### config.mk
export PLATFORM = sky130hd
export DESIGN_NAME = cmd_input
export DESIGN_NICKNAME = d
export VERILOG_FILES = /design/src/rtl/cmd_input.sv
export SDC_FILE = /design/constraint.sdc
export NUM_CORES = 1
export LEC_CHECK = 0
export BUFFER_PORTS_ARGS = -buffer_cell sky130_fd_sc_hd__buf_2
export CAP_MARGIN = 20
export CORE_UTILIZATION = 35
export CTS_BUF_LIST = sky130_fd_sc_hd__clkbuf_8 sky130_fd_sc_hd__clkbuf_16
export CTS_CLUSTER_SIZE = 25
export DETAILED_ROUTE_END_ITERATION = 16
export PLACE_DENSITY_LB_ADDON = 0.1
export SLEW_MARGIN = 20
export SYNTH_ARGS = -nofsm -noshare
export SYNTH_HDL_FRONTEND = slang
export SYNTH_SLANG_ARGS = --single-unit
export TNS_END_PERCENT = 30
### constraint.sdc
create_clock -name clk -period 1.92 [get_ports clk]
set_clock_uncertainty 0.15 [all_clocks]
set_input_delay 0.48 -clock clk [delete_from_list [all_inputs] [get_ports clk]]
set_output_delay 0.48 -clock clk [all_outputs]
set_load 0.005 [all_outputs]
### src/rtl/cmd_input.sv
// rtl/cmd_input.sv - button debounce, operand entry and PUSH/EXEC command issue
// Front-end command stage feeding the stack calculator over a valid/ready handshake.
module cmd_input #(
  parameter int DB_BITS = 16
) (
  input  logic        clk,
  input  logic        rst_n,
  input  logic [3:0]  btn,
  input  logic [7:0]  sw,
  output logic        cmd_valid,
  input  logic        cmd_ready,
  output logic [3:0]  cmd_op,
  output logic [31:0] cmd_arg,
  output logic [31:0] entry,
  output logic [2:0]  entry_len,
  output logic        reject
);

  typedef enum logic {IDLE, ISSUE} state_t;

  localparam logic [DB_BITS-1:0] CNT_MAX = '1;

  state_t             state;
  logic [3:1]         db_lvl;
  logic [3:1]         press;
  logic [DB_BITS-1:0] db_cnt [3:1];

  // btn[0] selects the display half and is consumed elsewhere
  logic unused_btn0;
  assign unused_btn0 = btn[0];

  // A level is accepted only after it differs from the debounced level for 2^DB_BITS cycles
  always_ff @(posedge clk or negedge rst_n) begin
    if (!rst_n) begin
      db_lvl <= '0;
      press  <= '0;
      for (int i = 1; i <= 3; i++) db_cnt[i] <= '0;
    end else begin
      for (int i = 1; i <= 3; i++) begin
        press[i] <= 1'b0;
        if (btn[i] == db_lvl[i]) begin
          db_cnt[i] <= '0;
        end else if (db_cnt[i] == CNT_MAX) begin
          db_lvl[i] <= btn[i];
          db_cnt[i] <= '0;
          press[i]  <= btn[i];
        end else begin
          db_cnt[i] <= db_cnt[i] + 1'b1;
        end
      end
    end
  end

  always_ff @(posedge clk or negedge rst_n) begin
    if (!rst_n) begin
      state     <= IDLE;
      cmd_valid <= 1'b0;
      cmd_op    <= '0;
      cmd_arg   <= '0;
      entry     <= '0;
      entry_len <= '0;
      reject    <= 1'b0;
    end else begin
      reject <= 1'b0;
      case (state)
        IDLE: begin
          // BYTE wins over PUSH wins over EXEC; losers of a tie are rejected
          if (press[3]) begin
            entry  <= {entry[23:0], sw};
            reject <= |press[2:1];
            if (entry_len != 3'd4) entry_len <= entry_len + 3'd1;
          end else if (press[2]) begin
            cmd_valid <= 1'b1;
            cmd_op    <= 4'd0;
            cmd_arg   <= entry;
            entry     <= '0;
            entry_len <= '0;
            reject    <= press[1];
            state     <= ISSUE;
          end else if (press[1]) begin
            if (sw[3:0] == 4'd0) begin
              reject <= 1'b1;
            end else begin
              cmd_valid <= 1'b1;
              cmd_op    <= sw[3:0];
              cmd_arg   <= '0;
              state     <= ISSUE;
            end
          end
        end
        ISSUE: begin
          reject <= |press;
          if (cmd_ready) begin
            cmd_valid <= 1'b0;
            cmd_op    <= '0;
            cmd_arg   <= '0;
            state     <= IDLE;
          end
        end
        default: state <= IDLE;
      endcase
    end
  end

endmodule

==> impl_metrics.json, run 1 <==
{
  "start_util": 0.359,
  "dp.cells": 789,
  "synth_cells": 517,
  "via_per_inst": 5.03,
  "grt_use_total": 0.168,
  "crit_buf_inv": 1,
  "die_h_um": 127,
  "drc": 0,
  "power.density_mw_per_mm2": 949,
  "fin_area_mm2": 0.00682,
  "power_frac_comb": 0.062,
  "yosysTopAreaCell": "dfrtp_1",
  "synthFlopType": "dfrtp_1",
  "wl_met2_mm": 5.76,
  "syn_area_mm2": 0.00546,
  "clk_pin_slew_worst_paths_ps": 50,
  "synth-edff-count": 0,
  "hp-start": "cmd_ready",
  "vias": 4129,
  "finalWirelength_mm": 12.5,
  "final_cell_mix": "dfrtp_1, buf_2, nand2_1, nor2_1, a22o_1",
  "synth_seq_area_share": 0.586,
  "insertion_delay_ps": 410,
  "syn_to_final_growth_pct": 24.9,
  "cts_resized": 0,
  "rsz0062_at_grt": "no",
  "synth_warnings": 0,
  "rr_endpoint": "db_lvl[3]$_DFFE_PN0P_",
  "reg2reg_setup_slack_ps": 180,
  "worst_slew_pin_slew_ps": 424,
  "required_ps": 2070,
  "wl_per_cell_um": 15.2,
  "drt-met1-wl_mm": 6.10,
  "worst_hold_slack_ps": 112,
  "grt_pass1_vias": 4069,
  "postLayoutCoreUtil": 0.449,
  "numCtsBuffers": 17,
  "num_io_pins": 88,
  "critPathMaxFanout": 5,
  "ant_nets": 0,
  "grt_max_degree": 79,
  "hold_end": "state$_DFF_PN0_",
  "cts_setup_buffers": 0,
  "place_hpwl_mm": 8.59,
  "cp_slowest_cell": "dfrtp_1",
  "dieArea_mm2": 0.0161,
  "synth_area_leaders": "dfrtp_1, a22o_1, nand2_1",
  "p_int_w": 0.00501,
  "status": "finished, final reports clean",
  "power.leakage_nw": 3.25,
  "stdcell_count": 821,
  "hold_class": "input port to register",
  "slowest_delay_ps": 400,
  "drv_slew": 0,
  "avgSynthCellArea_um2": 10.6,
  "dr.first_iter.drc_count": 217,
  "ir_worst_vdd_mv": 0.564,
  "grt_pass1_wl_mm": 20.7,
  "setup_violations": 0,
  "hold_viol_final": 0,
  "async_flop_share": 1.00,
  "ys_types": 39,
  "min_path_cells": 2,
  "p_seq_frac": 0.449,
  "nNetsFinal": 641,
  "first_pass_iters": 4,
  "globalRoute.totalOverflow": 0,
  "final_common_cell": "dfrtp_1",
  "port_buffers": 86,
  "setup.worst_path.start_class": "register",
  "ys_ff_latch": 128,
  "r2r-start": "db_cnt[32]$_DFF_PN0_",
  "cts.sinks": 128,
  "path_cells": "ha_1, nand2_1, nor2_1, buf_4, nand4_1, mux2_2",
  "htree_levels": 4,
  "post-route-period-util": 0.906,
  "cts-root-buf": "clkbuf_16",
  "arrival_ps": 1890,
  "top_layer": "met4",
  "crit_family": "flip-flops",
  "pwr-share-clk": 0.489,
  "antennaDiodeCount": 0,
  "synth_top_area_frac": 0.586,
  "setup.worst_path.class": "register to register",
  "post_dp_cell_area_mm2": 0.00624,
  "swShare": 0.227,
  "cts_buffer_depth": 2,
  "maxCapViolations": 0,
  "drive_gt1_frac": 0.232,
  "wl_met3_um": 402,
  "p_sw_w": 0.00147,
  "reg2regPathDepth": 6,
  "end_kind": "register",
  "cts_tree": "yes",
  "max_slew_margin": 0.717,
  "fp-row-count": 45,
  "fmax_mhz": 575,
  "min_period_ps": 1740,
  "die_w_um": 127,
  "place.gp.congestion": 0.771,
  "core-area_mm2": 0.0152,
  "synth_nets": 537,
  "antenna_found_initial": 0
}
==> cell usage after synthesis, types with 3 or more instances <==
| cell | number |
|---|---|
| inv_1 | 11 |
| buf_6 | 4 |
| o21ai_0 | 21 |
| and3_1 | 9 |
| nor4_1 | 6 |
| xor2_1 | 23 |
| a22o_1 | 36 |
| mux2_2 | 3 |
| nand4_1 | 17 |
| clkbuf_1 | 12 |
| nand2_1 | 79 |
| o21ai_1 | 21 |
| a21oi_1 | 6 |
| nand3_1 | 23 |
| or3_1 | 4 |
| nor2_1 | 49 |
| xnor2_1 | 19 |
| nor3_1 | 7 |
| and4_1 | 5 |
| dfrtp_1 | 128 |
| buf_2 | 7 |
| ha_1 | 5 |
| nor3b_1 | 3 |
==> power by group through the flow <==
| stage | logic (W) | clock network, W | registers, W |
|---|---|---|---|
| finish | 0.000400 | 0.00317 | 0.00291 |
| global route | 0.000461 | 0.00337 | 0.00293 |
| CTS | 0.000415 | 0.00325 | 0.00291 |
| detailed placement | 0.000411 | 0 | 0.00296 |
| global placement | 0.000408 | 0 | 0.00295 |
| floorplan | 0.000160 | 0 | 0.00295 |
==> what timing repair did <==
action	in CTS	in global routing
hold endpoints to repair	119	0
hold buffers	1	0
endpoints found under the setup margin	0	0
==> state kept, by name, summed over array words and instances, names as in the netlist <==
register / flops
entry: 32
reject: 1
cmd_arg: 32
db_lvl: 3
cmd_op: 4
entry_len: 3
press: 3
state: 1
db_cnt: 48
cmd_valid: 1
==> area by class of cell <==
class	instances	area, um^2
well taps	188	235
clock buffers	17	425
inverters	11	41.3
fillers	1480	8380
repair buffers	111	686
multi-input cells	352	2080
clock inverters	14	153
flip-flops and latches	128	3200
==> through the flow <==
stage	TNS [ps]	setup WS, ps	power [W]
3_5_place_dp	-911	-43.4	0.00337
3_3_place_gp	-1950	-74.1	0.00336
6_report	0	180	0.00647
5_1_grt	0	42.3	0.00676
2_1_floorplan	0	212	0.00311
4_1_cts	0	163	0.00657
==> layer usage <==
layer / vias to the layer above / global-route usage
met3: 21 / 0.0409
met1: 2025 / 0.223
met2: 77 / 0.260
met5: - / 0
li1: 2006 / -
met4: 0 / 0.0742
==> kinds of logic after synthesis <==
group,Yosys count,share of synthesized area
AO/OA/AOI/OAI,90,0.112
adder cells (fa/ha/maj),5,0.0115
flip-flops,128,0.586
multiplexers,4,0.00802
AND/OR/NAND/NOR,211,0.181
buffers and inverters,37,0.0337
XOR/XNOR,42,0.0674
==> worst max-delay path by stage <==
| stage | startpoint | cells after the start | endpoint |
|---|---|---|---|
| 5_1_grt | db_cnt[32]$_DFF_PN0_ | 6 | db_lvl[3]$_DFFE_PN0P_ |
| 3_3_place_gp | sw[3] | 6 | cmd_arg[1]$_DFFE_PN0P_ |
| 4_1_cts | db_cnt[32]$_DFF_PN0_ | 6 | db_lvl[3]$_DFFE_PN0P_ |
| 3_5_place_dp | sw[3] | 6 | cmd_arg[0]$_DFFE_PN0P_ |
| 6_report | db_cnt[32]$_DFF_PN0_ | 6 | db_lvl[3]$_DFFE_PN0P_ |
| 2_1_floorplan | sw[3] | 6 | cmd_arg[14]$_DFFE_PN0P_ |
Power figures use the tool's default switching activity.
==> run 2, diff against run 1 <==
Settings changed: ABC_AREA set to 1.
==> run 2 against run 1 <==
  * Clock power is 20% higher
  * Maximum frequency is 2.1% lower
  * Via count is 10% higher
  * Wire length is 5.2% higher
  * Area after synthesis is 5.3% higher
  * Register-to-register slack worse by 40 ps
  * Die area is 5.2% higher
  * Count of clock-buffer cells in the layout is 1 higher
  * Combinational power is 47% higher
==> impl_metrics.json, run 2 <==
{
  "setup.worst_path.start_class": "register",
  "wl_met2_mm": 6.06,
  "wl_met3_um": 753,
  "top_regs": "db_cnt (48), cmd_arg (32), entry (32)",
  "final_cell_mix": "nand2_1, dfrtp_1, buf_2, nor2_1, inv_1",
  "synth_nets": 685,
  "via_per_inst": 4.56,
  "die_w_um": 130,
  "cts_setup_buffers": 0,
  "top_layer": "met5",
  "yosys-top-cells-count": "nand2_1, dfrtp_1, nor2_1",
  "power.density_mw_per_mm2": 1010,
  "core-area_mm2": 0.0159,
  "ys_types": 29,
  "ant_nets": 0,
  "max_slew_margin": 0.719,
  "synth_seq_area_share": 0.557,
  "arrival_ps": 1920,
  "setup_violations": 0,
  "synth_top_area_frac": 0.557,
  "synthFlopType": "dfrtp_1",
  "avgSynthCellArea_um2": 8.65,
  "place_worst_setup_slack_ps": 23.8,
  "syn_to_final_growth_pct": 24.8,
  "drt-met1-wl_mm": 6.23,
  "hold_viol_final": 0,
  "status": "finished, final reports clean",
  "drv_slew": 0,
  "min_period_ps": 1780,
  "largest_register_ffs": 48,
  "maxCapViolations": 0,
  "post-route-period-util": 0.925,
  "finalSetupTns_ps": 0,
  "syn_area_mm2": 0.00575,
  "stdcell_count": 997,
  "die_h_um": 130,
  "wl_per_cell_um": 13.2,
  "antenna_found_initial": 3,
  "synth_area_leaders": "dfrtp_1, nand2_1, nor2_1",
  "cts-root-buf": "clkbuf_16",
  "p_seq_frac": 0.394,
  "insertion_delay_ps": 420,
  "yosysTopAreaCell": "dfrtp_1",
  "place.gp.congestion": 0.830,
  "globalRoute.totalOverflow": 0,
  "p_int_w": 0.00554,
  "grt_use_total": 0.170,
  "async_flop_share": 1.00,
  "power.leakage_nw": 3.56,
  "synth.most_common_cell": "nand2_1",
  "cts_buffer_depth": 2,
  "nFillCells": 1585,
  "pwr-share-clk": 0.525,
  "p_sw_w": 0.00170,
  "finalWirelength_mm": 13.2,
  "required_ps": 2060,
  "grt_max_degree": 74,
  "place_hpwl_mm": 9.25,
  "port_buffers": 86,
  "dieArea_mm2": 0.0170,
  "fmax_mhz": 563,
  "num_io_pins": 88,
  "final_common_cell": "nand2_1",
  "first_pass_iters": 5,
  "end_kind": "register",
  "fp-row-count": 46,
  "dr.first_iter.drc_count": 234,
  "post_dp_cell_area_mm2": 0.00646,
  "dp.cells": 962,
  "cts_tree": "yes",
  "synth_warnings": 0,
  "fin_area_mm2": 0.00718,
  "ys_ff_latch": 128,
  "ir_worst_vdd_mv": 0.630,
  "critPathMaxFanout": 73,
  "numCtsBuffers": 17,
  "clk_pin_slew_worst_paths_ps": 60,
  "vias": 4548,
  "worst_slew_pin_slew_ps": 421,
  "timing.final.ws_setup_ps": 144,
  "nNetsFinal": 786,
  "rsz0062_at_grt": "no",
  "synth_cells": 665,
  "power_frac_comb": 0.081,
  "cts.sinks": 128,
  "synth-edff-count": 0,
  "p_total_w": 0.00725,
  "drc": 0,
  "swShare": 0.235,
  "start_util": 0.361,
  "drive_gt1_frac": 0.182,
  "grt_pass1_wl_mm": 21.6,
  "hold_class": "input port to register",
  "grt_pass1_vias": 4359,
  "setup.worst_path.class": "register to register",
  "htree_levels": 4,
  "largest-register": "db_cnt"
}
## run 2: changes by cell type after synthesis, sizes merged, moves of 6 or more
cell    before  now
a22o        36    0
and3         9    0
clkbuf      14    6
inv         11   82
nand2       79  173
nand3       23   40
nor2        49   85
nor4         6    0
o21ai       42   59
o22ai        0   16
xnor2       19   12
xor2        23   16
## run 2: worst paths after layout
check | startpoint | end | slack, ps | cells after the start
setup / recovery | state$_DFF_PN0_ | cmd_arg[6]$_DFFE_PN0P_ | 140 | 7
hold / removal | sw[5] | entry[5]$_DFFE_PN0P_ | 130 | 3
setup reg to reg | state$_DFF_PN0_ | cmd_arg[6]$_DFFE_PN0P_ | 140 | 7
hold reg to reg | cmd_valid$_DFFE_PN0P_ | cmd_valid$_DFFE_PN0P_ | 320 | 2
max in group asynchronous | rst_n | cmd_arg[27]$_DFFE_PN0P_ | 760 | 3
min in group asynchronous | rst_n | cmd_arg[20]$_DFFE_PN0P_ | 260 | 2
## run 2: what timing repair did
item | in CTS | in global routing
setup endpoints to repair | 0 | 0
resized for setup | 0 | 0
hold buffers | 1 | 0
hold endpoints to repair | 57 | 0
## run 2: worst max-delay path, stage by stage (launching register included)
cell and delay, ps:
dfrtp_1 410, inv_2 160, or2_1 150, nand2_1 80
nor2_4 150, nand2_8 260, nand2_1 160, o21ai_1 80
## run 2: kinds of logic (layout without fill, tap and decap cells)
group,Yosys count,after routing,synth area share
and+or+nand+nor,319,319,0.236
adders and majority gates,5,5,0.0109
AOI/OAI and AO/OA,88,88,0.0818
xor gates and xnor gates,28,28,0.0426
other,0,2,0
DFF,128,128,0.557
buffers and inverters,97,211,0.0716
## run 2: power by group through the flow
stage          Clock, W  Sequential [W]  Combinational (W)
2_1_floorplan         0         0.00290           0.000446
3_3_place_gp          0         0.00290           0.000593
3_5_place_dp          0         0.00290           0.000599
4_1_cts         0.00389         0.00286           0.000603
5_1_grt         0.00402         0.00287           0.000676
6_report        0.00381         0.00286           0.000587
## run 2: final cells by class
class / count / area, um^2 / area share
diodes: 2 / 5.00 / 0.000697
clock buffers: 18 / 439 / 0.0612
clock inverters: 14 / 262 / 0.0364
inverters: 82 / 308 / 0.0429
multi-input cells: 440 / 2140 / 0.298
flip-flops and latches: 128 / 3200 / 0.446
well taps: 216 / 270 / 0.0376
repair buffers: 97 / 556 / 0.0774
## run 2: per-layer routing
metal,vias to the layer above,global-route usage
li1,2323,-
met5,-,0
met4,2,0.0718
met1,2135,0.207
met3,15,0.0640
met2,73,0.269
## run 2: metrics by stage
step | utilization | hold WS (ps)
floorplan | - | 34.4
global placement | 0.405 | 149
detailed placement | 0.405 | 148
CTS | 0.450 | 118
global route | 0.450 | 126
finish | 0.450 | 132
